## config.mk

```make
export PLATFORM = sky130hd
export DESIGN_NAME = fft_cmul_combine
export DESIGN_NICKNAME = d
export VERILOG_FILES = /design/src/rtl/fft_cmul_pkg.sv /design/src/rtl/fft_cmul_combine_sm_to_tc.sv /design/src/rtl/fft_cmul_combine.sv
export SDC_FILE = /design/constraint.sdc
export NUM_CORES = 1
export LEC_CHECK = 0
export ABC_AREA = 1
export CORE_MARGIN = 2
export CORE_UTILIZATION = 57
export DETAILED_ROUTE_END_ITERATION = 8
export HOLD_SLACK_MARGIN = 0.03
export PLACE_DENSITY = 0.81
export SYNTH_ARGS = -nofsm -noshare
export SYNTH_HDL_FRONTEND = slang
export SYNTH_SLANG_ARGS = --single-unit
```

## constraint.sdc

```tcl
create_clock -name clk -period 2.87 [get_ports clk]
set_input_delay 0.574 -clock clk [delete_from_list [all_inputs] [get_ports clk]]
set_output_delay 0.574 -clock clk [all_outputs]
set_load 0.02 [all_outputs]
```

## src/rtl/fft_cmul_pkg.sv

```systemverilog
// Shared constants and types for the FFT complex-multiply combine stage.
// Optional build macro CMUL_SCALE_EN is consumed by fft_cmul_combine.
package fft_cmul_pkg;

    localparam int MAG_W_DEF = 16;

    typedef enum logic {
        COLLECT = 1'b0,
        HOLD    = 1'b1
    } state_e;

    // Arrival order of the four partial products of one twiddle multiply
    localparam logic [1:0] IDX_RR = 2'd0;
    localparam logic [1:0] IDX_II = 2'd1;
    localparam logic [1:0] IDX_RI = 2'd2;
    localparam logic [1:0] IDX_IR = 3'd3;

endpackage

```

## src/rtl/fft_cmul_combine_sm_to_tc.sv

```systemverilog
// Combinational sign-magnitude to two's-complement converter.
// Negative zero naturally maps to zero because -0 == 0.
module sm_to_tc
    import fft_cmul_pkg::*;
#(
    parameter int MAG_W = MAG_W_DEF,
    parameter int OUT_W = MAG_W + 2
) (
    input  logic [MAG_W:0]          prd,
    output logic signed [OUT_W-1:0] tc
);

    logic signed [OUT_W-1:0] mag_ext;

    assign mag_ext = $signed({{(OUT_W-MAG_W){1'b0}}, prd[MAG_W-1:0]});
    assign tc      = prd[MAG_W] ? -mag_ext : mag_ext;

endmodule

```

## src/rtl/fft_cmul_combine.sv

```systemverilog
// Collects four sign-magnitude partial products and emits re = p0 - p1, im = p2 + p3.
// Define CMUL_SCALE_EN to halve the outputs with round-half-up.
module fft_cmul_combine
    import fft_cmul_pkg::*;
#(
    parameter int MAG_W = MAG_W_DEF,
    parameter int OUT_W = MAG_W + 2
) (
    input  logic                    clk,
    input  logic                    rst_n,
    input  logic                    flush,
    input  logic [MAG_W:0]          prd_in,
    input  logic                    prd_rdy,
    output logic                    in_ready,
    output logic signed [OUT_W-1:0] re_out,
    output logic signed [OUT_W-1:0] im_out,
    output logic                    out_valid,
    input  logic                    out_ready,
    output logic                    drop_err
);

    state_e                  state_q, state_d;
    logic [1:0]              idx_q, idx_d;
    logic signed [OUT_W-1:0] acc_re_q, acc_re_d;
    logic signed [OUT_W-1:0] acc_im_q, acc_im_d;
    logic signed [OUT_W-1:0] re_q, re_d;
    logic signed [OUT_W-1:0] im_q, im_d;
    logic                    drop_err_q, drop_err_d;
    logic signed [OUT_W-1:0] tc;

    sm_to_tc #(
        .MAG_W(MAG_W),
        .OUT_W(OUT_W)
    ) u_sm_to_tc (
        .prd(prd_in),
        .tc (tc)
    );

    function automatic logic signed [OUT_W-1:0] scale_sum(input logic signed [OUT_W-1:0] s);
`ifdef CMUL_SCALE_EN
        logic [OUT_W:0] t;
        // One extra bit so +1 cannot overflow before the halving shift
        t = {s[OUT_W-1], s} + (OUT_W+1)'(1);
        return $signed(t[OUT_W:1]);
`else
        return s;
`endif
    endfunction

    always_comb begin
        state_d    = state_q;
        idx_d      = idx_q;
        acc_re_d   = acc_re_q;
        acc_im_d   = acc_im_q;
        re_d       = re_q;
        im_d       = im_q;
        drop_err_d = drop_err_q;

        if (flush) begin
            state_d  = COLLECT;
            idx_d    = IDX_RR;
            acc_re_d = '0;
            acc_im_d = '0;
        end else begin
            case (state_q)
                COLLECT: begin
                    if (prd_rdy) begin
                        idx_d = idx_q + 2'd1;
                        case (idx_q)
                            IDX_RR:  acc_re_d = tc;
                            IDX_II:  acc_re_d = acc_re_q - tc;
                            IDX_RI:  acc_im_d = tc;
                            default: begin
                                acc_im_d = acc_im_q + tc;
                                re_d     = scale_sum(acc_re_q);
                                im_d     = scale_sum(acc_im_q + tc);
                                state_d  = HOLD;
                            end
                        endcase
                    end
                end
                default: begin
                    if (prd_rdy) begin
                        drop_err_d = 1'b1;
                    end
                    if (out_ready) begin
                        state_d = COLLECT;
                        idx_d   = IDX_RR;
                    end
                end
            endcase
        end
    end

    always_ff @(posedge clk or negedge rst_n) begin
        if (!rst_n) begin
            state_q    <= COLLECT;
            idx_q      <= IDX_RR;
            acc_re_q   <= '0;
            acc_im_q   <= '0;
            re_q       <= '0;
            im_q       <= '0;
            drop_err_q <= 1'b0;
        end else begin
            state_q    <= state_d;
            idx_q      <= idx_d;
            acc_re_q   <= acc_re_d;
            acc_im_q   <= acc_im_d;
            re_q       <= re_d;
            im_q       <= im_d;
            drop_err_q <= drop_err_d;
        end
    end

    assign in_ready  = (state_q == COLLECT);
    assign out_valid = (state_q == HOLD);
    assign re_out    = re_q;
    assign im_out    = im_q;
    assign drop_err  = drop_err_q;

endmodule

```

# ---- Yosys cells after proc, flatten, opt, wreduce, memory -nomap -nowiden
# Index checks and enable logic that the tools add are counted.
dict set report totals {
  word_cells 48
  ff_bits 76
  in_bits 22
}
dict set report op_classes {
  n_mux 18
  addsub 4
  reduce_logical 11
  n_eq_ne 5
  bitwise_logic 3
}
# cell n
set ops {}
lappend ops {{two-way mux 18 bit} 7}
lappend ops {{case mux 18 bit (2 select lines)} 2}
lappend ops {{adder 18 bit} 1}
lappend ops {{negation 16 -> 18 bit} 1}
lappend ops {{subtractor 18 bit} 1}
lappend ops {{AND reduction 3 bit} 3}
lappend ops {{two-way mux 2 bit} 4}
lappend ops {{nonzero test 3 bit} 2}
lappend ops {{two-way mux 1 bit} 5}
lappend ops {{AND reduction 4 bit} 1}
lappend ops {{inequality test 3 bit (second input constant)} 1}
lappend ops {{inverter 1 bit} 3}
lappend ops {{OR reduction 3 bit} 1}
lappend ops {{adder 2 x 1 -> 2 bit (second input constant)} 1}
lappend ops {{equality test 2 x 1 -> 1 bit (second input constant)} 1}
lappend ops {{equality test 2 bit (second input constant)} 1}
lappend ops {{zero test 2 bit} 1}
lappend ops {{inequality test 2 x 1 -> 1 bit (second input constant)} 1}
lappend ops {{inequality test 2 bit (second input constant)} 1}
lappend ops {{AND reduction 2 bit} 1}
lappend ops {{nonzero test 2 bit} 1}
lappend ops {{OR reduction 2 bit} 1}

# ---- Longest topological paths before layout
dict set report logic_depth {
  word_depth 7
  mapped_depth 26
}

# ---- Modules after synthesis
# A second synthesis with hierarchy kept.
dict set report hier_totals {
  hier_cells 862
  area_unflattened_um2 5774.3
}
# mod cells_per_inst n_inst area_per_inst_um2
set by_module_without_submodules {}
lappend by_module_without_submodules {fft_cmul_combine 765 1 5278.8}
lappend by_module_without_submodules {sm_to_tc 97 1 495.5}

# ---- Least setup slack after synthesis
# No wires, ideal clock.
dict set report synth_path {
  kind {in2reg}
  startpoint {input prd_in[0]}
  endpoint {register acc_re_q[17]}
  cell_stages 23
  path_buffers 0
  setup_slack_ps 5
  setup_ps 117
  required_time_ps 2753
  t_arrival_ps 2747
  path_cell_list {inv_2 ha_1 nand3_1 nor2_2 a21oi_1 or2_0 nand2_1 inv_2 ha_1 nand2_1 inv_1 nand2_1 nand2_1 a21oi_1 nand2_1 nand4_1 nand2_2 nand2_2 nand3_1 nand3_1 nand2_1 nand3_1 nand2_1}
}
dict set report synth_via {
  elab_chain_len 7
}
# item line
set synth_rtl {}
lappend synth_rtl {{from (decl)} fft_cmul_combine.sv:12} ;# input logic [MAG_W:0] prd_in,
lappend synth_rtl {{negation 16 -> 18 bit} fft_cmul_combine_sm_to_tc.sv:16} ;# assign tc = prd[MAG_W] ? -mag_ext : mag_ext;
lappend synth_rtl {{two-way mux 18 bit (*)} fft_cmul_combine_sm_to_tc.sv:16}
lappend synth_rtl {{subtractor 18 bit} fft_cmul_combine.sv:71} ;# IDX_II: acc_re_d = acc_re_q - tc;
lappend synth_rtl {{case mux 18 bit (2 select lines) (*)} fft_cmul_combine.sv:69} ;# case (idx_q)
lappend synth_rtl {{two-way mux 18 bit (*)} fft_cmul_combine.sv:67} ;# if (prd_rdy) begin
lappend synth_rtl {{two-way mux 18 bit (*)} fft_cmul_combine.sv:65} ;# case (state_q)
lappend synth_rtl {{two-way mux 18 bit (*)} fft_cmul_combine.sv:59} ;# if (flush) begin
lappend synth_rtl {{to (signal assigned)} fft_cmul_combine.sv:107} ;# acc_re_q <= acc_re_d;
lappend synth_rtl {{to (decl)} fft_cmul_combine.sv:24} ;# logic signed [OUT_W-1:0] acc_re_q, acc_re_d;
# Mark *: on every way between the ends. The rest lies on a longest branch, timed or not. The select of a mux whose other input is x is not followed.
# A chain may end at the register's enable or synchronous reset.

# ---- Final worst setup path
dict set report layout_path {
  startpoint {input prd_in[0]}
  endpoint {register acc_re_q[11]}
}
# Same word-level chain as after synthesis.

==> impl_metrics.prom <==
# TYPE chip_impl_metric gauge
chip_impl_metric{name="worstMarginPinSlew",unit="ns"} 1.008
chip_impl_metric{name="fin_ws",unit="ns"} -0.07142
chip_impl_info{name="cts.root.buffer_cell",value="clkbuf_8"} 1
chip_impl_info{name="synth_top_cells_by_area",value="dfrtp_1 (36%), nand2_1 (13%), ha_1 (9.0%)"} 1
chip_impl_metric{name="drt_pass1_iterations",unit=""} 6
chip_impl_metric{name="wirelength",unit="mm"} 21.02
chip_impl_metric{name="buffer_ports.inserted",unit=""} 60
chip_impl_metric{name="max-cap-violations",unit=""} 0
chip_impl_metric{name="hpwlAfterDp",unit="mm"} 11.84
chip_impl_metric{name="cp_bufs_invs",unit=""} 4
chip_impl_metric{name="synthesized_instance_count",unit=""} 706
chip_impl_metric{name="post-layout-total-power",unit="mW"} 5.739
chip_impl_metric{name="leakage",unit="nW"} 3.909
chip_impl_metric{name="antenna_violating_nets_post_route",unit=""} 0
chip_impl_metric{name="clk_pin_slew_worst_setup_hold_paths",unit="ns"} 0.08
chip_impl_metric{name="finalWeightedCongestion",unit=""} 0.9827
chip_impl_metric{name="path_max_fanout",unit=""} 5
chip_impl_metric{name="drive_gt1_frac",unit=""} 0.3462
chip_impl_metric{name="regToRegSetupSlack",unit="ns"} 0.30
chip_impl_info{name="synth_largest_area_cell",value="dfrtp_1"} 1
chip_impl_metric{name="post-route-drc-count",unit=""} 0
chip_impl_metric{name="clock_tree.buffer_depth",unit=""} 2
chip_impl_info{name="critPathCaptureType",value="register"} 1
chip_impl_metric{name="yosysUniqueCellTypes",unit=""} 42
chip_impl_metric{name="first_iter_violations",unit=""} 775
chip_impl_metric{name="critical_path_required",unit="ns"} 3.14
chip_impl_info{name="synth_most_common_cell",value="nand2_1"} 1
chip_impl_metric{name="r2r_cells",unit=""} 15
chip_impl_metric{name="maximum_number_of_pins_on_one_net_before_global_route_repair",unit=""} 77
chip_impl_metric{name="cts-hold-fix-buffers",unit=""} 0
chip_impl_metric{name="die_h",unit="um"} 100.4
chip_impl_metric{name="power_per_cell_area",unit="nW/um^2"} 723.4
chip_impl_info{name="ys_dominant_reg_cell",value="dfrtp_1"} 1
chip_impl_info{name="start_kind",value="primary input"} 1
chip_impl_info{name="violated_checks",value="negative setup slack"} 1
chip_impl_metric{name="fin_nets",unit=""} 961
chip_impl_metric{name="num_io_pins",unit=""} 61
chip_impl_metric{name="finalCoreUtilization",unit=""} 0.8710
chip_impl_metric{name="synth-edff-count",unit=""} 0
chip_impl_metric{name="cts_sinks",unit=""} 76
chip_impl_metric{name="ys_seq_elements",unit=""} 76
chip_impl_info{name="hold_class",value="primary input to asynchronous set/reset pin"} 1
chip_impl_metric{name="number_of_warnings_printed_during_yosys_synthesis",unit=""} 0
chip_impl_metric{name="worst-path-stages",unit=""} 19
chip_impl_info{name="worst_path_max_delay_cell",value="or2_1"} 1
chip_impl_metric{name="timing.critical_path.slowest_cell_delay",unit="ns"} 0.24
chip_impl_metric{name="gr-total-overflow",unit=""} 0
chip_impl_metric{name="setup_violations",unit=""} 3
chip_impl_metric{name="num_vias",unit=""} 6360
chip_impl_metric{name="synthesis.nets",unit=""} 768
chip_impl_metric{name="cts.htree.levels",unit=""} 3
chip_impl_metric{name="ys_async_rst_share",unit=""} 1.000
chip_impl_metric{name="avgViaCountPerCell",unit=""} 6.266
chip_impl_info{name="cpLargestDelayFamily",value="compound AO/OA/AOI/OAI gates"} 1
chip_impl_metric{name="vias_in_the_first_global_route",unit=""} 6042
chip_impl_info{name="synth_common_cells",value="nand2_1 (189), inv_1 (77), dfrtp_1 (76)"} 1
chip_impl_metric{name="placementRows",unit=""} 35
chip_impl_info{name="outcome",value="finished with violations"} 1
chip_impl_metric{name="finalHoldViolCount",unit=""} 0
chip_impl_metric{name="area_delta_synth_final",unit="%"} 49.87
chip_impl_metric{name="post_route_clock_period_utilization",unit=""} 1.025
chip_impl_metric{name="worst_skew_pair.late_latency",unit="ns"} 0.37
chip_impl_metric{name="irDropWorstVdd",unit="mV"} 0.4538
chip_impl_metric{name="floorplan.core_area",unit="sq um"} 9109
chip_impl_metric{name="drt-wirelength-per-cell",unit="um"} 20.71
chip_impl_metric{name="worst_ep_arrival_time",unit="ns"} 3.21
chip_impl_metric{name="finalWorstPathRequiredPeriod",unit="ns"} 2.941
chip_impl_metric{name="grt_antenna_before_repair",unit=""} 0
chip_impl_metric{name="fp.dieW",unit="um"} 100.4
chip_impl_metric{name="syn_avg_cell_area",unit="sq um"} 7.498
chip_impl_info{name="rr_startpoint",value="acc_im_q[0]"} 1
chip_impl_metric{name="antenna_cells",unit=""} 0
chip_impl_metric{name="slew_violations",unit=""} 0
chip_impl_metric{name="floorplan.initialDensity",unit=""} 0.5812
chip_impl_metric{name="finClkSkew",unit="ns"} 0.01884
chip_impl_metric{name="synth.yosys.seq_area_share",unit=""} 0.3593
chip_impl_metric{name="tritoncts.num_buffers",unit=""} 9
chip_impl_info{name="crit_chain",value="buf_6 -> inv_4 -> ha_4 -> nand3_4 -> nand2_2 -> o21ai_1 -> inv_1 -> or2_1 -> nand2_2 -> inv_2 -> ha_4 -> a21oi_1 -> nand2_1 -> o21bai_1 -> a31oi_1 -> a21oi_1 -> o21ai_1 -> o211ai_1 -> o21ai_0"} 1
chip_impl_metric{name="timing.slew.headroom",unit=""} 0.3281
chip_impl_metric{name="max_freq",unit="MHz"} 340.0
chip_impl_metric{name="synth_top_area_share",unit=""} 0.3593
chip_impl_metric{name="grt_use_total",unit=""} 0.3589
chip_impl_metric{name="grt_first_pass_wirelength",unit="mm"} 28.37
chip_impl_info{name="tritoncts",value="built"} 1
chip_impl_metric{name="fp.dieArea",unit="sq um"} 10070
chip_impl_metric{name="synthesis.area",unit="sq um"} 5294
chip_impl_info{name="rr_endpoint",value="acc_im_q[14]"} 1
chip_impl_info{name="path_class",value="primary input to register"} 1
==> cell usage in the layout (no fill, tap or decap), types with 4 or more instances in the layout <==
| cell | instances |
|---|---|
| dlymetal6s2s_1 | 4 |
| bufinv_16 | 4 |
| a21oi_2 | 16 |
| nor3_2 | 4 |
| nand2_1 | 170 |
| o21ai_1 | 22 |
| nand3_1 | 29 |
| nand2_4 | 4 |
| clkbuf_8 | 10 |
| ha_4 | 19 |
| a32o_1 | 6 |
| o211ai_1 | 13 |
| xor2_1 | 12 |
| nand2_2 | 30 |
| nor2_2 | 8 |
| inv_2 | 16 |
| inv_1 | 66 |
| clkdlybuf4s50_1 | 43 |
| o22ai_1 | 4 |
| xnor2_1 | 7 |
| nor2_4 | 11 |
| a21oi_1 | 24 |
| o21ai_0 | 50 |
| dfrtp_1 | 76 |
| nand3_2 | 9 |
| clkbuf_2 | 7 |
| ha_1 | 19 |
| nor2_1 | 23 |
| buf_4 | 133 |
| a21oi_4 | 4 |
| buf_6 | 13 |
==> worst reg2reg max path: cells and delay by family, from the launching register on <==
family          cells  cell delay [ns]
simple gates       11             1.10
flops               1             0.39
compound gates      2             0.37
fa+ha+maj           2             0.61
==> registers in the layout (all words and copies together), names as in the netlist <==
name	cells
acc_im_q	18
acc_re_q	18
im_out	18
re_out	18
idx_q	2
drop_err	1
out_valid	1
==> timing repair <==
action,CTS,global route
buffers inserted,9,11
resized for setup,79,112
pin swaps,26,50
gates cloned,1,0
endpoints found under the setup margin,33,32
==> worst max path at each step <==
stage,startpoint,endpoint
final,prd_in[0],acc_re_q[11]
after global routing,prd_in[0],acc_re_q[11]
after CTS,prd_in[0],acc_im_q[17]
after detailed placement,prd_in[0],acc_re_q[17]
after global placement,prd_in[0],acc_re_q[16]
after floorplan,prd_in[0],acc_re_q[17]
==> cell families after synthesis <==
family          synth area share
flops                     0.3593
simple gates              0.2479
compound gates            0.1735
xor+xnor                 0.03971
fa+ha+maj                0.09738
buf+inv                  0.08225
==> layer usage <==
metal	vias up	routed length, um	track usage	part of all wire
met5	-	0	0	0
met4	0	1980	0.2129	0.094
met3	200	2150	0.05989	0.10
met2	517	9524	0.6009	0.45
met1	2926	7368	0.4341	0.35
li1	2717	-	-	-
==> where the power goes <==
group          total [mW]  leakage, nW  switching (mW)  internal [mW]
sequential           1.54         1.02           0.208           1.33
combinational        3.07         2.76            1.67           1.40
clock                1.13        0.131           0.441          0.691
total                5.74         3.91            2.32           3.42
==> cell type report <==
cell class | count | area, sq um
clock buffer | 12 | 145.1
clock inverter | 4 | 120.1
fill | 474 | 1175
inverter | 85 | 326.6
multi-input combinational | 525 | 3622
sequential | 76 | 1902
tap | 111 | 138.9
timing repair buffer | 202 | 1679
==> per-stage QoR <==
stage,hold WS [ns],setup TNS (ns),setup slack (ns),area (sq um),instances
after floorplan,0.2784,0,0.005345,5294,706
after global placement,0.4468,-19.45,-0.7562,6828,978
after detailed placement,0.4461,-23.96,-0.8124,6828,978
after CTS,0.4118,0,0.002500,7486,1004
after global routing,0.4584,-1.089,-0.1748,7934,1015
final,0.3494,-0.1485,-0.07142,7934,1015
No activity file was read; power rests on OpenSTA's default activity.
